## src/rtl/xor_pkg.sv

```systemverilog
// Shared types and helpers for the XOR stream feeder.
package xor_pkg;

  localparam int DATA_W = 32;

  typedef enum logic [1:0] {
    IDLE,
    ISSUE,
    WAIT,
    OUT
  } state_t;

  // Rotate left by one bit; the per-word key step.
  function automatic logic [DATA_W-1:0] rotl1(input logic [DATA_W-1:0] v);
    return {v[DATA_W-2:0], v[DATA_W-1]};
  endfunction

endpackage

```

## src/rtl/sync_fifo.sv

```systemverilog
// Small synchronous FIFO with combinational read port (dout shows the head entry).
module sync_fifo #(
  parameter int WIDTH = 33,
  parameter int DEPTH = 4
) (
  input  logic             clk,
  input  logic             rst_n,
  input  logic             push,
  input  logic             pop,
  input  logic [WIDTH-1:0] din,
  output logic [WIDTH-1:0] dout,
  output logic             full,
  output logic             empty
);

  localparam int AW = (DEPTH > 1) ? $clog2(DEPTH) : 1;

  logic [WIDTH-1:0] r_mem [DEPTH];
  logic [AW-1:0]    r_wr_ptr;
  logic [AW-1:0]    r_rd_ptr;
  logic [AW:0]      r_count;
  logic             w_do_push;
  logic             w_do_pop;

  // A push into a full FIFO is legal when the head leaves on the same edge.
  assign w_do_pop  = pop && !empty;
  assign w_do_push = push && (!full || w_do_pop);
  assign full      = (r_count == (AW+1)'(DEPTH));
  assign empty     = (r_count == '0);
  assign dout      = r_mem[r_rd_ptr];

  // Storage array; contents need no reset, the count guards every read.
  always_ff @(posedge clk) begin
    if (w_do_push) r_mem[r_wr_ptr] <= din;
  end

  // Pointers wrap naturally because DEPTH is a power of two.
  always_ff @(posedge clk or negedge rst_n) begin
    if (!rst_n) begin
      r_wr_ptr <= '0;
      r_rd_ptr <= '0;
      r_count  <= '0;
    end else begin
      if (w_do_push) r_wr_ptr <= r_wr_ptr + 1'b1;
      if (w_do_pop)  r_rd_ptr <= r_rd_ptr + 1'b1;
      case ({w_do_push, w_do_pop})
        2'b10:   r_count <= r_count + 1'b1;
        2'b01:   r_count <= r_count - 1'b1;
        default: r_count <= r_count;
      endcase
    end
  end

endmodule

```

## src/rtl/xor_stream_feeder.sv

```systemverilog
// Sequencer that feeds buffered words to an XOR encryptor with a rolling key
// and returns the ciphertext on a valid/ready stream, with a done watchdog.
module xor_stream_feeder
  import xor_pkg::*;
#(
  parameter int FIFO_DEPTH = 4,
  parameter int TIMEOUT    = 8
) (
  input  logic              clk,
  input  logic              rst_n,
  input  logic              s_valid,
  output logic              s_ready,
  input  logic [DATA_W-1:0] s_data,
  input  logic              s_last,
  input  logic              key_load,
  input  logic [DATA_W-1:0] key_seed,
  output logic              enc_start,
  output logic [DATA_W-1:0] enc_data,
  output logic [DATA_W-1:0] enc_key,
  input  logic [DATA_W-1:0] enc_data_out,
  input  logic              enc_done,
  output logic              m_valid,
  input  logic              m_ready,
  output logic [DATA_W-1:0] m_data,
  output logic              m_last,
  output logic              busy,
  output logic              err
);

  localparam int TW = $clog2(TIMEOUT + 1);
  localparam logic [TW-1:0] TMAX = TW'(TIMEOUT - 1);

  state_t            r_state;
  logic [DATA_W-1:0] r_seed;
  logic [DATA_W-1:0] r_cur_key;
  logic [DATA_W-1:0] r_enc_data;
  logic [DATA_W-1:0] r_enc_key;
  logic              r_enc_start;
  logic              r_last;
  logic [TW-1:0]     r_timer;
  logic              r_err;
  logic              r_m_valid;
  logic [DATA_W-1:0] r_m_data;
  logic              r_m_last;

  logic              w_push;
  logic              w_pop;
  logic              w_full;
  logic              w_empty;
  logic [DATA_W:0]   w_dout;

  assign w_push = s_valid && !w_full;
  // The FSM takes the head word only from IDLE and never after a timeout.
  assign w_pop  = (r_state == IDLE) && !w_empty && !r_err;

  sync_fifo #(
    .WIDTH (DATA_W + 1),
    .DEPTH (FIFO_DEPTH)
  ) u_fifo (
    .clk   (clk),
    .rst_n (rst_n),
    .push  (w_push),
    .pop   (w_pop),
    .din   ({s_last, s_data}),
    .dout  (w_dout),
    .full  (w_full),
    .empty (w_empty)
  );

  assign s_ready   = !w_full;
  assign busy      = (r_state != IDLE) || !w_empty;
  assign err       = r_err;
  assign enc_start = r_enc_start;
  assign enc_data  = r_enc_data;
  assign enc_key   = r_enc_key;
  assign m_valid   = r_m_valid;
  assign m_data    = r_m_data;
  assign m_last    = r_m_last;

  // Control FSM, key schedule and watchdog with registered outputs.
  always_ff @(posedge clk or negedge rst_n) begin
    if (!rst_n) begin
      r_state     <= IDLE;
      r_seed      <= '0;
      r_cur_key   <= '0;
      r_enc_data  <= '0;
      r_enc_key   <= '0;
      r_enc_start <= 1'b0;
      r_last      <= 1'b0;
      r_timer     <= '0;
      r_err       <= 1'b0;
      r_m_valid   <= 1'b0;
      r_m_data    <= '0;
      r_m_last    <= 1'b0;
    end else begin
      // Seed loads only when nothing is queued or in flight.
      if (key_load && (r_state == IDLE) && w_empty) begin
        r_seed    <= key_seed;
        r_cur_key <= key_seed;
      end
      case (r_state)
        IDLE: begin
          if (w_pop) begin
            r_enc_data  <= w_dout[DATA_W-1:0];
            r_enc_key   <= r_cur_key;
            r_last      <= w_dout[DATA_W];
            r_enc_start <= 1'b1;
            r_state     <= ISSUE;
          end
        end
        ISSUE: begin
          r_enc_start <= 1'b0;
          r_timer     <= '0;
          r_state     <= WAIT;
        end
        WAIT: begin
          if (enc_done) begin
            r_m_data  <= enc_data_out;
            r_m_last  <= r_last;
            r_m_valid <= 1'b1;
            r_cur_key <= r_last ? r_seed : rotl1(r_cur_key);
            r_state   <= OUT;
          end else if (r_timer == TMAX) begin
            // Encryptor never answered: drop the word and stop issuing.
            r_err   <= 1'b1;
            r_state <= IDLE;
          end else begin
            r_timer <= r_timer + 1'b1;
          end
        end
        OUT: begin
          if (m_ready) begin
            r_m_valid <= 1'b0;
            r_state   <= IDLE;
          end
        end
        default: r_state <= IDLE;
      endcase
    end
  end

endmodule

```

## config.mk

```make
export PLATFORM = sky130hd
export DESIGN_NAME = xor_stream_feeder
export DESIGN_NICKNAME = d
export VERILOG_FILES = /design/src/rtl/xor_pkg.sv /design/src/rtl/sync_fifo.sv /design/src/rtl/xor_stream_feeder.sv
export SDC_FILE = /design/constraint.sdc
export NUM_CORES = 1
export LEC_CHECK = 0
export CORE_ASPECT_RATIO = 0.8
export CORE_MARGIN = 8
export CORE_UTILIZATION = 48
export DETAILED_ROUTE_END_ITERATION = 10
export GPL_TIMING_DRIVEN = 0
export PLACE_DENSITY = 0.88
export SYNTH_ARGS = -nofsm -noshare
export SYNTH_HDL_FRONTEND = slang
export SYNTH_SLANG_ARGS = --single-unit
```

## constraint.sdc

```tcl
create_clock -name clk -period 2.3 [get_ports clk]
set_input_delay 0.46 -clock clk [delete_from_list [all_inputs] [get_ports clk]]
set_output_delay 0.46 -clock clk [all_outputs]
set_load 0.005 [all_outputs]
```

==> results of run 1 <==
[kinds of logic (layout without fill, tap and decap cells)]
logic type               Yosys count  after routing
other                              0              1
adder cells (fa/ha/maj)            7              7
AND/OR/NAND/NOR                   98             98
AO/OA/AOI/OAI                     72             72
XOR/XNOR                           7              7
multiplexers                     167            167
flip-flops                       310            310
buffers and inverters             54            326
[flip-flops by register name (all words and copies together), names as in the netlist, 2 cells and up]
name,cells
u_fifo.r_wr_ptr,2
m_data,32
u_fifo.r_rd_ptr,2
u_fifo.r_count,3
r_seed,32
r_state,2
enc_data,32
r_cur_key,32
r_timer,4
u_fifo.r_mem,132
enc_key,32
[stage by stage]
stage | setup TNS [ns] | hold WS, ns
floorplan | 0 | 0.164
global placement | -1295.42 | 0.458
detailed placement | -0.341 | 0.465
CTS | 0 | 0.480
global route | -0.00398 | 0.491
finish | 0 | 0.478
[path summary, 6_finish.rpt]
kind,start,endpoint,slack (ns),depth (start not counted)
worst min register to register,r_seed[29],r_seed[29],0.48,1
worst max-delay path,u_fifo.r_count[1],busy,0.09,4
min in group clk,r_seed[29],r_seed[29],0.48,1
worst max register to register,u_fifo.r_count[1],u_fifo.r_count[2],0.09,9
worst min-delay path,rst_n,enc_data[5],0.48,2
max in group asynchronous,rst_n,u_fifo.r_count[2],0.85,3
[cells in the mapped netlist, types with 2 or more instances]
cell type / number / share of area
ha_1: 6 / 0.0061
dfrtp_1: 178 / 0.36
and3_1: 6 / 0.0030
buf_4: 8 / 0.0049
edfxtp_1: 132 / 0.32
mux2_2: 92 / 0.084
and4_1: 32 / 0.023
buf_2: 15 / 0.0061
a311o_1: 32 / 0.026
mux2i_1: 35 / 0.028
xor2_1: 3 / 0.0021
clkbuf_1: 16 / 0.0049
o21ai_0: 2 / 0.00081
mux4_2: 33 / 0.060
nand2_1: 13 / 0.0039
a21o_1: 32 / 0.019
mux2_4: 7 / 0.0085
inv_1: 8 / 0.0024
xnor2_1: 4 / 0.0028
nor2_1: 33 / 0.010
buf_6: 4 / 0.0036
[power groups by stage]
stage	logic, mW	clock network, mW	registers [mW]
detailed placement	7.59	0	8.74
floorplan	4.43	0	8.58
finish	7.65	5.07	8.65
global placement	7.36	0	8.64
CTS	7.82	5.19	8.65
global route	8.29	5.41	8.85
[final cells by class]
class	instances	area (um^2)	area share
plain buffers	45	292	0.0182
inverters	8	30.0	0.00187
well taps	324	405	0.0253
clock inverters	16	184	0.0115
flip-flops and latches	310	8420	0.526
diodes	1	2.50	0.000156
repair buffers	217	2160	0.135
clock buffers	40	850	0.0530
multi-input cells	351	3670	0.229
[worst max-delay path: cells and delay by family (launching register included)]
kind                   cells  cell delay, ns
AND/OR/NAND/NOR            2            0.33
flip-flops                 1            0.43
buffers and inverters      2            0.44
[per-layer routing]
metal | global-route usage | vias to the layer above | wire, um
met2 | 0.300 | 194 | 14100
met4 | 0.0499 | 2 | 731
met5 | 0 | - | 13
met3 | 0.0412 | 55 | 1690
li1 | - | 3250 | -
met1 | 0.239 | 3787 | 12200
[repair_timing]
| item | in CTS | in global routing |
|---|---|---|
| gates resized for setup | 15 | 1 |
| pin swaps | 5 | 6 |
| endpoints found under the hold margin | 70 | 0 |
| setup buffers | 7 | 4 |
| setup endpoints to repair | 4 | 2 |
| hold buffers | 1 | 0 |
==> impl_results.md, run 1 <==
- Die X: 196 um
- Lkg Pwr: 6.64 nW
- Internal power: 15.2 mW
- Drt first pass iters: 5
- Vias: 7288
- Vias per std cell: 5.55
- Mean post-synth cell area: 17.3 um^2
- Die Ht: 160 um
- Startpoint Class: flip-flop
- Worst setup EP type: output port
- CTS buffer count: 30
- Endpoints failing setup: 0
- Initial antenna violation count: 2
- Worst Hold Class: in -> async
- Max incr delay on CP: 0.43 ns
- Largest family of logic cells by synthesized area: multiplexers
- Clk root buf: clkbuf_16
- WL final: 28700 um
- Final net count: 1073
- Post-synth EDFFs: 132
- H-Tree Depth: 1
- Placed Instances: 1244
- Final Hold Viols: 0
- Core area: 25300 um^2
- Most frequent cells in the layout: clkdlybuf4s50_1, dfrtp_1, edfxtp_1, mux2_2, mux2i_1
- Distinct cells, synth: 45
- Yosys reg bits: 310
- Post-synthesis xor/xnor area fraction: 0.00495
- Ys async rst share: 0.574
- Highest Clock Rate: 452 MHz
- Post-route worst setup slack: 0.0876 ns
- Compound-Gate Fraction of Synth Area: 0.0499
- Port bufs: 204
- Mux contribution to synthesized area: 0.180
- Seq pwr share: 0.405
- Maxcap violations: 0
- Rel. slew slack: 0.383
- Fillcell total: 1818
- Part of the Yosys area used for sequential elements: 0.680
- Ys flop type: dfrtp_1
- Layout cell share with drive strength beyond 1: 0.242
- CTS clock-pin slew for the worst setup and hold paths: 0.07 ns
- Final Critical Period: 2.21 ns
- Area after DPL: 14900 um^2
- DR DRC count: 0
- Clock Power Share: 0.237
- Combinational share of power: 0.358
- Synthesized Nets: 825
- Wirelength per Cell: 21.9 um
- Fin crit share: 0.962
- Pre-CTS WS: -0.268 ns
- Core Rows: 52
- CP max FO: 4
- Non-Filler Instances: 1312
- ANT nets after route: 0
- Final Wtd Congestion: 0.773
- Slew at the pin closest to its max-slew limit: 0.925 ns
- Synthesis-to-layout area growth: 29.3%
- First-pass GRT wire length: 45200 um
- Post-route cell area: 16000 um^2
- Fin. max-slew vios: 0
- Die area: 31200 um^2
- Arrival time worst endpoint: 1.75 ns
- Vias in the first global route: 7929
- CTS sink count: 310
- Worst-path cell chain: nor3_4, clkbuf_8, nand2_1, dlygate4sd2_1
- Critical-path cell with the highest stage delay: dfrtp_1
- Largest net degree at the start of global routing: 109
- Clock skew: 0.00926 ns
- Layout Utilization: 0.633
- Status: finished, final reports clean
- Skew-Pair Late Insertion Delay: 0.55 ns
- Gr usage total: 0.182
- Most common cell after layout, fill and taps aside: clkdlybuf4s50_1
- Synth Area in Simple Gates: 0.0521
- Worst-case clock buffer depth: 3
- PwrDens: 1330 nW/um^2
- DRT iter0 DRCs: 479
- Cells after synthesis: 715
- Post-Syn Area: 12400 um^2
- Sw Ratio: 0.289
- Aggregate global routing overflow: 0
- Net Sw Power: 6.18 mW
- Worst vdd ir: 0.000894 V
- Yosys warnings: 0
- Top-Level Pins: 205
- Final Power: 21.4 mW
- Adder-cell share of the synthesized area: 0.00768
- Critical Path RT: 1.84 ns
- Initial core utilization: 0.489
- Kind of critical path: reg -> out
- DPL Wire Length: 19100 um
- CTS tree: done
(Power assumes the default switching activity.)
==> run 2: changes to the inputs <==
--- a/config.mk
+++ b/config.mk
@@ -13,2 +13,3 @@
 export PLACE_DENSITY = 0.88
+export REMOVE_ABC_BUFFERS = 1
 export SYNTH_ARGS = -nofsm -noshare
==> constraint.sdc (replaced) <==
create_clock -name clk -period 2.3 [get_ports clk]
set_input_delay 0.23 -clock clk [delete_from_list [all_inputs] [get_ports clk]]
set_output_delay 0.23 -clock clk [all_outputs]
set_load 0.005 [all_outputs]
==> run 2 against run 1 <==
  * Register-to-register slack hardly changed
  * Sequential share of layout area is 0.31 points lower
  * Non-clock buffer count is 33 lower
  * First-iteration DRC count is 0.42% higher
  * Clock-buffer cell count is 9 higher
  * Design area is 0.68% higher
  * Total power is 2.5% higher
  * Wire length is 4.5% higher
  * Flip-flop and latch count stayed put
  * Worst hold slack worse by 0.23 ns
  * Critical path depth stayed put
  * Clock power is 6.9% higher
  * Critical path type is now reg -> reg
  * Largest power group unchanged
==> impl_results.md, run 2 (same netlist as run 1, synthesis figures left out) <==
- PwrDens: 1360 nW/um^2 (+1.8%)
- Drt first pass iters: 5 (unchanged)
- Worst-path cell chain: nor2_8, buf_4, nand3b_4, mux2_2
- Critical-path cell with the highest stage delay: nand3b_4
- Worst Hold Class: in -> async
- ANT nets after route: 0 (unchanged)
- Layout Utilization: 0.637 (+0.00430)
- # diodes: 0 (-1)
- Gr usage total: 0.191 (+0.00951)
- CP max FO: 34 (+30)
- First-pass GRT wire length: 46800 um (+3.6%)
- Fillcell total: 1818 (unchanged)
- Die area: 31200 um^2 (unchanged)
- DRT iter0 DRCs: 481 (+0.42%)
- CTS clock-pin slew for the worst setup and hold paths: 0.06 ns (about the same)
- Highest Clock Rate: 454 MHz (+0.38%)
- Final Wtd Congestion: 0.719 (-7.0%)
- Worst reg2reg endpoint: enc_data[3]
- Clock skew: 0.0174 ns (+0.00813 ns)
- Fin crit share: 0.958 (-0.00360)
- Most common cell after layout, fill and taps aside: clkdlybuf4s50_1
- Startpoint Class: flip-flop
- Aggregate global routing overflow: 0 (unchanged)
- Endpoints failing setup: 0 (unchanged)
- DPL Wire Length: 17500 um (-8.6%)
- Top layer in use: met4
- CTS tree: done
- Core area: 25300 um^2 (unchanged)
- Synthesis-to-layout area growth: 30.2%
- R2r startpoint: r_state[0]
- Reg2Reg Depth: 4 (-5)
- Clk root buf: clkbuf_16
- Lkg Pwr: 6.66 nW (+0.35%)
- Rel. slew slack: 0.152 (-0.231)
- Port bufs: 204 (unchanged)
- H-Tree Depth: 2 (+1)
- Met3 routed WL: 1760 um (+4.3%)
- Family with the most delay on the worst path: simple AND/OR/NAND/NOR gates
- Fin. max-slew vios: 0 (unchanged)
- Initial antenna violation count: 0 (-2)
- Max incr delay on CP: 0.58 ns (+0.15 ns)
- Layout cell share with drive strength beyond 1: 0.245 (+0.00317)
- Status: finished, final reports clean
- Max reg flops: 132 (unchanged)
- Worst vdd ir: 0.000966 V (+8.0%)
- Critical Path RT: 2.68 ns (+0.84 ns)
- Worst setup EP type: flip-flop
- Vias per std cell: 5.69 (+2.4%)
- WL final: 30000 um (+4.5%)
- Final Critical Period: 2.20 ns (-0.00828 ns)
- Reg2Reg Setup Slack: 0.1 ns (about the same)
- Wirelength per Cell: 23.3 um (+6.6%)
- Die X: 196 um (unchanged)
- Metal1 wirelength: 12800 um (+5.2%)
- Wire length on met2: 14900 um (+5.5%)
- Largest net degree at the start of global routing: 117 (+7.3%)
- Initial core utilization: 0.489 (unchanged)
- CTS sink count: 310 (unchanged)
- DR DRC count: 0 (unchanged)
- CTS buffer count: 34 (+13%)
- Most frequent cells in the layout: clkdlybuf4s50_1, dfrtp_1, edfxtp_1, mux2_2
- Final Hold Viols: 0 (unchanged)
- Slew at the pin closest to its max-slew limit: 1.27 ns (+0.347 ns)
- Top-Level Pins: 205 (unchanged)
- Final net count: 1049 (-2.2%)
- Vias: 7314 (+0.36%)
- Kind of critical path: reg -> reg
- Arrival time worst endpoint: 2.58 ns (+0.83 ns)
- Die Ht: 160 um (unchanged)
- Core Rows: 52 (unchanged)
- Skew-Pair Late Insertion Delay: 0.50 ns (-0.05 ns)
- Biggest register: u_fifo.r_mem
- Maxcap violations: 0 (unchanged)
- Setup TNS: 0 ns (unchanged)
- Vias in the first global route: 7898 (-0.39%)
- Worst-case clock buffer depth: 3 (unchanged)
- Buf+Inv Stages, Crit Path: 1 (-1)
-- run 2: cell count changes in the layout (fill, tap and decap cells not counted), moves of 2 or more --
| cell | change |
|---|---|
| buf_12 | +6 |
| buf_16 | +2 |
| buf_2 | -15 |
| buf_4 | -3 |
| buf_6 | -6 |
| clkbuf_1 | -10 |
| clkbuf_16 | +4 |
| clkinv_1 | -4 |
| dfrtp_1 | -6 |
| dfrtp_2 | +6 |
| nand3b_4 | +3 |
-- run 2: worst max path at each step --
stage	from	to	slack [ns]	cells past startpoint
after floorplan	r_state[1]	u_fifo.r_count[2]	-0.39	9
after global placement	rst_n	enc_data[5]	-6.72	1
after detailed placement	r_state[1]	u_fifo.r_count[2]	-1.22	9
after CTS	u_fifo.r_count[1]	u_fifo.r_count[2]	-0.03	9
after global routing	u_fifo.r_count[0]	u_fifo.r_count[2]	-0.02	9
final	r_state[0]	enc_data[3]	0.1	4
-- run 2: report_power, final --
part | total, mW | leakage, nW | switching, mW | internal, mW
registers | 8.95 | 3.43 | 1.23 | 7.72
clock network | 5.42 | 0.545 | 2.12 | 3.30
logic | 7.54 | 2.69 | 3.09 | 4.45
total | 21.9 | 6.66 | 6.44 | 15.5
-- run 2: layout make-up --
type	instances	area, um^2	area share
tap	324	405	0.0251
clock inverter	10	135	0.00838
timing repair buffer	229	2390	0.148
inverter	8	30.0	0.00186
clock buffer	49	978	0.0607
multi-input combinational	356	3760	0.233
sequential	310	8430	0.523
-- run 2: metrics by stage --
step / power [mW] / setup WS, ns / std cells / hold WS (ns) / instance area [um^2]
after floorplan: 12.7 / -0.389 / 669 / -0.0656 / 12100
after global placement: 15.7 / -6.72 / 1197 / 0.457 / 14600
after detailed placement: 16.2 / -1.22 / 1206 / 0.213 / 14800
after CTS: 22.1 / -0.0332 / 1277 / 0.276 / 16000
after global routing: 23.1 / -0.0210 / 1286 / 0.293 / 16100
final: 21.9 / 0.0959 / 1286 / 0.247 / 16100
-- run 2: repair_timing --
action | CTS | global route
gates resized for setup | 9 | 6
pin swaps | 5 | 4
endpoints found under the setup margin | 136 | 20
gates cloned | 5 | 0
hold endpoints to repair | 62 | 0
hold buffers | 1 | 0
buffers inserted | 6 | 9
-- run 2: metal layers --
| layer | GRT usage | up-vias |
|---|---|---|
| met5 | 0 | - |
| met4 | 0.0495 | 0 |
| met3 | 0.0401 | 44 |
| met2 | 0.312 | 205 |
| met1 | 0.259 | 3845 |
| li1 | - | 3220 |
==> run 3: changes to the inputs <==
- CORE_UTILIZATION: 48 -> 25
- PLACE_DENSITY: 0.88 -> 0.57
==> run 3 against run 2 <==
  * Worst hold slack got worse by 0.020 ns
  * Sequential share of layout area fell by 1.7 points
  * Clock power rose by 13%
  * Largest cell class unchanged
  * Maximum frequency fell by 0.75%
  * Highest routed layer unchanged
  * Register-to-register slack barely moved
  * Non-clock buffer count fell by 3
  * Wire length rose by 8.3%
  * Setup slack got worse by 0.017 ns
  * Sequential power fell by 0.9%
  * Via count fell by 2.0%
  * Clock-buffer cell count did not move
  * Total power rose by 3.0%
==> impl_results.md, run 3 (same netlist as run 1, synthesis figures left out) <==
- Pre-CTS WS: -1.40 ns (-0.177 ns)
- Layout cell share with drive strength beyond 1: 0.253 (+0.00727)
- First-pass GRT wire length: 50100 um (+7.1%)
- Vias in the first global route: 7789 (-1.4%)
- Maxcap violations: 0 (unchanged)
- Fillcell total: 4742 (+160%)
- Vias: 7167 (-2.0%)
- Die area: 56900 um^2 (+82%)
- Slew at the pin closest to its max-slew limit: 0.732 ns (-0.540 ns)
- Status: finished, final reports clean
- Skew-Pair Late Insertion Delay: 0.53 ns (+0.03 ns)
- CTS tree: done
- Fin. max-slew vios: 0 (unchanged)
- Most common cell after layout, fill and taps aside: clkdlybuf4s50_1
- Vias per std cell: 4.46 (-22%)
- Die Ht: 215 um (+35%)
- H-Tree Depth: 2 (unchanged)
- Worst vdd ir: 0.000592 V (-39%)
- Core area: 49300 um^2 (+95%)
- Rel. slew slack: 0.512 (+0.360)
- Final Critical Period: 2.22 ns (+0.0167 ns)
- Largest net degree at the start of global routing: 115 (-1.7%)
- Buf+Inv Stages, Crit Path: 2 (+1)
- Worst Hold Class: in -> async
- Fin crit share: 0.966 (+0.00727)
- CTS buffer count: 37 (+8.8%)
- Most frequent cells in the layout: clkdlybuf4s50_1, dfrtp_1, edfxtp_1, mux2_2, clkbuf_16
- Clock skew: 0.0168 ns (-0.000558 ns)
- Gr usage total: 0.114 (-0.0775)
- DPL Wire Length: 18500 um (+5.9%)
- Biggest register: u_fifo.r_mem
- Final net count: 1049 (unchanged)
- Non-Filler Instances: 1606 (+25%)
- Kind of critical path: reg -> out
- Final Wtd Congestion: 0.709 (-1.4%)
- Final Hold Viols: 0 (unchanged)
- Die X: 265 um (+35%)
- DRT iter0 DRCs: 302 (-37%)
- CTS sink count: 310 (unchanged)
- Critical Path RT: 2.07 ns (-0.61 ns)
- Endpoints failing setup: 0 (unchanged)
- Placed Instances: 1520 (+26%)
- Core Rows: 73 (+40%)
- Port bufs: 204 (unchanged)
- Max incr delay on CP: 0.46 ns (-0.12 ns)
- Worst setup EP type: output port
- DR DRC count: 0 (unchanged)
- PwrDens: 1350 nW/um^2 (-0.36%)
- Highest Clock Rate: 450 MHz (-0.75%)
- Post-route worst setup slack: 0.0792 ns (-0.0167 ns)
- Initial core utilization: 0.251 (-0.238)
- Arrival time worst endpoint: 1.99 ns (-0.59 ns)
- WL final: 32500 um (+8.3%)
- Synthesis-to-layout area growth: 34.6%
- Startpoint Class: flip-flop
- Family with the most delay on the worst path: buffers and inverters
- Top-Level Pins: 205 (unchanged)
- Worst-path cell chain: or3b_4, buf_4, clkdlybuf4s50_1
- Lkg Pwr: 6.73 nW (+0.92%)
- CP max FO: 4 (-88%)
- Max reg flops: 132 (unchanged)
- ANT nets after route: 0 (unchanged)
- Clk root buf: clkbuf_16
- Wirelength per Cell: 20.2 um (-13%)
- Aggregate global routing overflow: 0 (unchanged)
- Critical-path cell with the highest stage delay: clkdlybuf4s50_1
- CTS clock-pin slew for the worst setup and hold paths: 0.06 ns (about the same)
- Initial antenna violation count: 4 (+4)
- Worst-case clock buffer depth: 3 (unchanged)
- Drt first pass iters: 4 (-1)
run 3: report_power, final:
group          total, mW  switching [mW]  internal [mW]
Sequential          8.87            1.16           7.72
Clock               6.12            2.35           3.78
Combinational       7.57            3.15           4.42
Total               22.6            6.65           15.9
run 3: through the flow:
stage / hold slack [ns] / instance area, um^2 / power [mW] / TNS, ns / utilization
floorplan: -0.0656 / 12100 / 12.7 / -20.12 / -
global placement: 0.458 / 14900 / 16.0 / -1558.68 / 0.303
detailed placement: 0.248 / 15200 / 16.3 / -112.23 / 0.308
CTS: 0.253 / 16600 / 23.0 / -0.0144 / 0.337
global route: 0.260 / 16700 / 23.9 / -0.00704 / 0.338
finish: 0.228 / 16700 / 22.6 / 0 / 0.338
run 3: final timing paths:
kind | to | cells after the start | slack [ns] | start
hold / removal | enc_data[23] | 2 | 0.23 | rst_n
setup reg to reg | u_fifo.r_count[2] | 9 | 0.09 | u_fifo.r_count[0]
min in group clk | m_data[11] | 2 | 0.31 | enc_data_out[11]
max in group asynchronous | enc_key[31] | 3 | 1.03 | rst_n
hold reg to reg | r_seed[19] | 1 | 0.47 | r_seed[19]
setup / recovery | s_ready | 3 | 0.08 | u_fifo.r_count[0]
run 3: final cells by class:
cell class	instances	area, um^2	area share
Antenna cell	3	7.51	0.000450
Sequential cell	310	8430	0.506
Timing Repair Buffer	226	2360	0.142
Clock buffer	49	1080	0.0650
Clock inverter	17	206	0.0124
Tap cell	637	797	0.0478
Inverter	8	30.0	0.00180
Multi-Input combinational cell	356	3760	0.225
run 3: metal layers:
metal,GRT usage,part of all wire,vias up
met2,0.179,0.47,135
met5,0,0,-
met4,0.0440,0.026,0
met3,0.0290,0.048,53
met1,0.149,0.45,3762
li1,-,-,3217
run 3: timing repair:
action                                  4_1_cts  5_1_grt
buffers inserted                              7        4
pin swaps                                     5        2
cloned                                        5        0
hold buffers                                  1        0
endpoints found under the setup margin      136        1
hold endpoints to repair                     64        0
resized for setup                             8        5
